**src/rtl/aes_pkg.sv**
```systemverilog
// Shared constants and state type for the AES-128 inverse key-schedule sequencer.
package aes_pkg;

  localparam int KEY_W      = 128;
  localparam int NUM_ROUNDS = 10;
  localparam int NUM_SLOTS  = NUM_ROUNDS + 1;

  localparam logic [3:0] RC_IDLE  = 4'hF;
  localparam logic [3:0] LAST_IDX = 4'(NUM_ROUNDS);

  typedef enum logic [1:0] {
    IDLE   = 2'd0,
    EXPAND = 2'd1,
    READY  = 2'd2
  } ks_state_t;

endpackage

```
**src/rtl/round_key_store.sv**
```systemverilog
// 11-entry round-key register file: one write port, one registered read port with range check.
module round_key_store
  import aes_pkg::*;
(
  input  logic             clk,
  input  logic             rst,
  input  logic             wr_en,
  input  logic [3:0]       wr_idx,
  input  logic [KEY_W-1:0] wr_key,
  input  logic             rd_en,
  input  logic [3:0]       rd_idx,
  input  logic             rd_allow,
  output logic [KEY_W-1:0] rd_key,
  output logic             rd_ok
);

  logic [KEY_W-1:0] slot [NUM_SLOTS];
  logic [KEY_W-1:0] rd_key_p1;
  logic             rd_ok_p1;
  logic             rd_in_range;

  assign rd_in_range = (rd_idx <= LAST_IDX);

  // Storage carries no reset; contents survive rst and clear.
  always_ff @(posedge clk) begin
    if (wr_en && (wr_idx <= LAST_IDX)) begin
      slot[wr_idx] <= wr_key;
    end
  end

  // Read stage: result held until the next request.
  always_ff @(posedge clk) begin
    if (rst) begin
      rd_key_p1 <= '0;
      rd_ok_p1  <= 1'b0;
    end else if (rd_en) begin
      rd_key_p1 <= rd_in_range ? slot[rd_idx] : '0;
      rd_ok_p1  <= rd_in_range && rd_allow;
    end
  end

  assign rd_key = rd_key_p1;
  assign rd_ok  = rd_ok_p1;

endmodule

```
**src/rtl/inv_key_sched_ctrl.sv**
```systemverilog
// Drives an external single-step inverse key-generation datapath for rounds 9..0 and
// captures all 11 round keys for the decryption round engine.
module inv_key_sched_ctrl
  import aes_pkg::*;
(
  input  logic             clk,
  input  logic             rst,
  input  logic             clear,
  input  logic             load_valid,
  input  logic [KEY_W-1:0] load_key,
  output logic             load_ready,
  output logic             busy,
  output logic             keys_valid,
  output logic [3:0]       kg_r_count,
  output logic [KEY_W-1:0] kg_key,
  input  logic [KEY_W-1:0] kg_keyout,
  input  logic             rk_rd_en,
  input  logic [3:0]       rk_idx,
  output logic [KEY_W-1:0] rk_key,
  output logic             rk_ok
);

  ks_state_t        state, state_nxt;
  logic [3:0]       cnt, cnt_nxt;
  logic [KEY_W-1:0] cur, cur_nxt;
  logic             load_acc;
  logic             wr_en;
  logic [3:0]       wr_idx;
  logic [KEY_W-1:0] wr_key;

  assign load_ready = (state == IDLE) || (state == READY);
  assign busy       = (state == EXPAND);
  assign keys_valid = (state == READY);
  assign kg_r_count = busy ? cnt : RC_IDLE;
  assign kg_key     = cur;

  // clear outranks a simultaneous load offer.
  assign load_acc = load_valid && load_ready && !clear;

  always_ff @(posedge clk) begin
    if (rst) begin
      state <= IDLE;
      cnt   <= '0;
      cur   <= '0;
    end else begin
      state <= state_nxt;
      cnt   <= cnt_nxt;
      cur   <= cur_nxt;
    end
  end

  always_comb begin
    state_nxt = state;
    cnt_nxt   = cnt;
    cur_nxt   = cur;
    wr_en     = 1'b0;
    wr_idx    = cnt;
    wr_key    = kg_keyout;
    if (clear) begin
      state_nxt = IDLE;
    end else begin
      case (state)
        IDLE, READY: begin
          if (load_acc) begin
            state_nxt = EXPAND;
            cnt_nxt   = LAST_IDX - 4'd1;
            cur_nxt   = load_key;
            wr_en     = 1'b1;
            wr_idx    = LAST_IDX;
            wr_key    = load_key;
          end
        end
        EXPAND: begin
          wr_en   = 1'b1;
          cur_nxt = kg_keyout;
          if (cnt == 4'd0) begin
            state_nxt = READY;
          end else begin
            cnt_nxt = cnt - 4'd1;
          end
        end
        default: state_nxt = IDLE;
      endcase
    end
  end

  round_key_store u_store (
    .clk      (clk),
    .rst      (rst),
    .wr_en    (wr_en),
    .wr_idx   (wr_idx),
    .wr_key   (wr_key),
    .rd_en    (rk_rd_en),
    .rd_idx   (rk_idx),
    .rd_allow (keys_valid),
    .rd_key   (rk_key),
    .rd_ok    (rk_ok)
  );

endmodule

```
**config.mk**
```make
export PLATFORM = sky130hd
export DESIGN_NAME = inv_key_sched_ctrl
export DESIGN_NICKNAME = d
export VERILOG_FILES = /design/src/rtl/aes_pkg.sv /design/src/rtl/round_key_store.sv /design/src/rtl/inv_key_sched_ctrl.sv
export SDC_FILE = /design/constraint.sdc
export NUM_CORES = 2
export LEC_CHECK = 0
export BUFFER_PORTS_ARGS = -buffer_cell sky130_fd_sc_hd__buf_2
export CAP_MARGIN = 10
export CORE_MARGIN = 2
export CORE_UTILIZATION = 55
export DETAILED_ROUTE_END_ITERATION = 8
export GPL_ROUTABILITY_DRIVEN = 0
export PLACE_DENSITY = 0.73
export SKIP_CTS_REPAIR_TIMING = 1
export SLEW_MARGIN = 30
export SYNTH_ARGS = -nofsm -noshare
export SYNTH_HDL_FRONTEND = slang
export SYNTH_SLANG_ARGS = --single-unit
```
**constraint.sdc**
```tcl
create_clock -name clk -period 27.2 [get_ports clk]
set_input_delay 2.72 -clock clk [delete_from_list [all_inputs] [get_ports clk]]
set_output_delay 2.72 -clock clk [all_outputs]
set_load 0.005 [all_outputs]
```
; ---- Word level (Yosys, flattened, before mapping)
; Memories as Yosys holds them, arrays and structs flattened.
; Index checks and enable logic that the tools add are counted.
[op_classes]
n_mux = 21
n_addsub = 1
eq_ne = 5
order_cmp = 2
reduce_logical = 14
n_bitwise = 1
[op_table]
columns = op, n
row1 = $mux 128, 5
row2 = $pmux 128 s2, 1
row3 = $mux 4, 6
row4 = $le 4x4->1 const B, 2
row5 = $pmux 4 s2, 1
row6 = $logic_and 1x1->1, 4
row7 = $logic_not 4->1, 1
row8 = $mux 1, 4
row9 = $mux 2, 2
row10 = $ne 2x2->1 const B, 2
row11 = $pmux 2 s2, 1
row12 = $reduce_and 4->1, 1
row13 = $reduce_or 2->1, 2
row14 = $sub 4x1->4 const B, 1
row15 = $reduce_and 3->1, 1
row16 = $eq 2x1->1 const B, 1
row17 = $eq 2x2->1 const B, 1
row18 = $logic_not 2->1, 1
row19 = $ne 2x1->1 const B, 1
row20 = $pmux 1 s2, 1
row21 = $reduce_and 2->1, 1
row22 = $reduce_bool 2->1, 1
row23 = $logic_not 1->1, 1
row24 = $logic_or 1x1->1, 1
row25 = $not 1->1, 1
[totals]
memories = 1
wordCells = 50
register_bits = 263
ram_bits = 1408
inputBits = 265
out_inout_bits = 264
[memory_table]
columns = memory, words, width, rd, rd_clocked_by_memory_dff, write_ports, line_no
row1 = u_store.slot, 11, 128, 1, 0, 1, round_key_store.sv:17  ; logic [KEY_W-1:0] slot [NUM_SLOTS];

; ---- Logic depth before layout (Yosys ltp)
[depth]
word_depth = 11
mapped_depth = 8
depth_no_buf = 6

; ---- Modules after synthesis
; From an unflattened synthesis, not the netlist that was laid out.
[hier_totals]
cells_unflattened = 3659
hier_area_um2 = 64828.4
[by_module_without_submodules]
columns = mod, instances, seq_area_each_um2, area_each_um2, cells_per_inst
row1 = round_key_store, 1, 44863.0, 57059.7, 2757
row2 = inv_key_sched_ctrl, 1, 2682.6, 7768.7, 902

; ---- Least setup slack after synthesis
; No wires, ideal clock.
[synth_timing]
path_type = input -> register
start = input clear
end = memory u_store.slot[4][0], enable pin
path_stages = 4
required_ns = 26.271
setup_ns = 0.929
n_path_buf = 1
path_slack_ns = 10.876
arrival_ns = 15.395
path_cell_list = clkbuf_1 nor3b_1 nand2_1 nor4_1
[synth_between]
elab_chain_len = 9
elab_cells_between_ends = 12
classes_between = order compare (1) / mux (8) / reduce/logical (3)
[synth_lines]
columns = element, line_no
row1 = start: declaration, inv_key_sched_ctrl.sv:8  ; input logic clear,
row2 = $logic_not 1->1, inv_key_sched_ctrl.sv:38  ; assign load_acc = load_valid && load_ready && !clear;
row3 = $logic_and 1x1->1, inv_key_sched_ctrl.sv:38
row4 = $mux 4, inv_key_sched_ctrl.sv:64  ; if (load_acc) begin
row5 = $mux 4, inv_key_sched_ctrl.sv:62  ; case (state)
row6 = $mux 4, inv_key_sched_ctrl.sv:59  ; if (clear) begin
row7 = $le 4x4->1, round_key_store.sv:26  ; if (wr_en && (wr_idx <= LAST_IDX)) begin
row8 = $logic_and 1x1->1, round_key_store.sv:26
row9 = $mux 1, round_key_store.sv:26
row10 = $mux 1 (not written as such), round_key_store.sv:27  ; slot[wr_idx] <= wr_key;
row11 = end: declaration, round_key_store.sv:17
; Parallel ways exist; a longest one is shown, timed or not.

; ---- Final worst setup path
[layout_timing]
start = input clear
end = memory u_store.slot[8][110], enable pin
; The elaborated chain is that of the path after synthesis.

==> flow_summary.json <==
{
  "cts_buffers": 164,
  "cts_root_buf": "clkbuf_16",
  "insertion_delay_ps": 780,
  "crit_type": "in -> reg",
  "dpl.hpwl_mm": 81.8,
  "first_pass_iters": 5,
  "avgViaCountPerCell": 6.06,
  "clkTransAtPathRegs_ps": 60,
  "max-vdd-ir-drop_v": 0.0000556,
  "critPathMaxFanout": 46,
  "synth_edf_count": 1408,
  "cp_common_cell": "buf_4",
  "drt_iter0_markers": 3593,
  "finalWirelength_mm": 155,
  "path_cells": "buf_2 > nor3b_1 > nand2_1 > nor3b_2 > buf_4 > buf_4 > buf_4",
  "fmax_mhz": 159,
  "grt_pass1_wl_mm": 226,
  "postSynthCellCount": 3917,
  "drv_slew": 0,
  "tightest_slew_ps": 1020,
  "vias": 36800,
  "ys_types": 36,
  "num_rows": 124,
  "routedWlPerCell_um": 25.6,
  "slowest_delay_ps": 820,
  "skew_ps": 43.1,
  "grt_pass1_vias": 36100,
  "start_util": 0.556,
  "ys_seq_elements": 1671,
  "syn-cell-area_sq_mm": 0.0638,
  "finalSetupViolCount": 0,
  "maxSlewHeadroom": 0.322,
  "tritoncts": "done",
  "setup_tns_ps": 0,
  "critPathArrivalTime_ps": 6670,
  "period_needed_ps": 6290,
  "synth-seq-area-share": 0.746,
  "die_area_sq_mm": 0.119,
  "syn_area_per_cell_sq_um": 16.3,
  "status": "finished, final reports clean",
  "p_per_area_mw_per_mm2": 74.6,
  "max-cap-violations": 0,
  "antenna_found_initial": 4,
  "cts.sinks": 1671,
  "fp.coreArea_sq_mm": 0.115,
  "final_cell_mix": "edfxtp_1, nand2_1, buf_2, dfxtp_1",
  "synth-warning-count": 0,
  "synth_flop_cell": "edfxtp_1",
  "io_buffers": 528,
  "end_kind": "flip-flop",
  "drive_gt1_frac": 0.243,
  "total_leakage_power_nw": 26.3,
  "grtUsageTotal": 0.258,
  "drc": 0,
  "cp.required_ps": 27580,
  "chipWidth_um": 345,
  "rsz0062_at_grt": "false",
  "hold_slack_ps": 483,
  "crit_path_top_delay_cell": "buf_4",
  "fill_cells": 7881,
  "area_growth_pct": 14.9,
  "start_kind": "primary input",
  "fin_crit_sh": 0.231,
  "hold_class": "reg -> reg",
  "fin_nets": 4676,
  "htreeDepth": 4,
  "grt_max_degree": 175,
  "final_common_cell": "edfxtp_1",
  "top_level_ports": 529,
  "die_y_um": 345,
  "ant_nets": 0,
  "clock_path_buffers": 3,
  "syn_nets": 4183,
  "synthArstFlopShare": 0,
  "finalHoldViolCount": 0,
  "grt_overflow": 0
}
Yosys cell counts (5+ instances only):
library cell	instances	area, sq um
nand2_1	902	3390
nand2b_1	5	31.3
buf_4	20	150
a22oi_1	256	1920
a21oi_1	6	30.0
buf_6	14	158
buf_1	12	45.0
dfxtp_1	263	5270
a311oi_1	129	1130
mux4_2	256	5770
o21ai_0	130	651
inv_1	5	18.8
nor3_1	8	40.0
edfxtp_1	1408	42300
buf_2	89	445
clkbuf_1	125	469
mux2i_1	128	1280
nor2_1	137	514
final timing paths:
check	startpoint	to	slack [ps]	depth (start not counted)
worst min register to register	u_store.rd_key[104]$_SDFFE_PP0P_	u_store.rd_key[104]$_SDFFE_PP0P_	480	2
worst max-delay path	clear	u_store.slot[8][110]$_DFFE_PP_	20910	7
worst max register to register	state[0]$_SDFFE_PP0P_	u_store.slot[8][110]$_DFFE_PP_	22520	6
worst min-delay path	u_store.rd_key[104]$_SDFFE_PP0P_	u_store.rd_key[104]$_SDFFE_PP0P_	480	2
registers in the layout, indices dropped and copies added (netlist names):
name / flops
u_store.slot: 1408
kg_key: 128
u_store.rd_key: 128
cnt: 4
state: 2
u_store.rd_ok: 1
cell type report:
cell class	instances	area, sq um	area share
Sequential cell	1671	47500	0.649
Multi-Input combinational cell	1980	15100	0.206
Clock buffer	216	4510	0.0615
Timing Repair Buffer	587	3220	0.0439
Tap cell	1512	1890	0.0258
Clock inverter	89	1020	0.0140
Inverter	6	25.0	0.000341
Antenna cell	5	12.5	0.000171
through the flow:
step	instances	util	power (mW)	area, sq um	setup WS, ps
floorplan	3917	-	3.08	63800	10880
global placement	5756	0.591	3.20	67700	20070
detailed placement	5756	0.591	3.21	67700	20080
CTS	6061	0.639	5.50	73300	20880
global route	6063	0.639	5.62	73300	20730
finish	6066	0.639	5.47	73300	20910
per-layer routing:
metal / vias up / global-route usage / share of wire
met5: - / 0 / 0
met4: 0 / 0.0827 / 0.026
met3: 246 / 0.0419 / 0.077
met2: 1641 / 0.431 / 0.50
met1: 18800 / 0.350 / 0.40
li1: 16100 / - / -
kinds of logic after synthesis:
kind of cell / after synthesis / share of synthesized area
buffers and inverters: 266 / 0.0202
and+or+nand+nor: 1069 / 0.0643
AOI/OAI and AO/OA: 526 / 0.0592
DFF: 1671 / 0.746
adders and majority gates: 1 / 0.000196
muxes: 384 / 0.111
critical path: cells and delay by family:
family | cells | cell delay, ps
buffers and inverters | 4 | 2450
AND/OR/NAND/NOR | 3 | 1450
report_power, final:
group	leakage (nW)	internal [mW]	switching (mW)
Clock	2.68	1.36	0.948
Sequential	14.9	2.83	0.0218
Combinational	8.74	0.107	0.197
No activity file was read; power rests on OpenSTA's default activity.
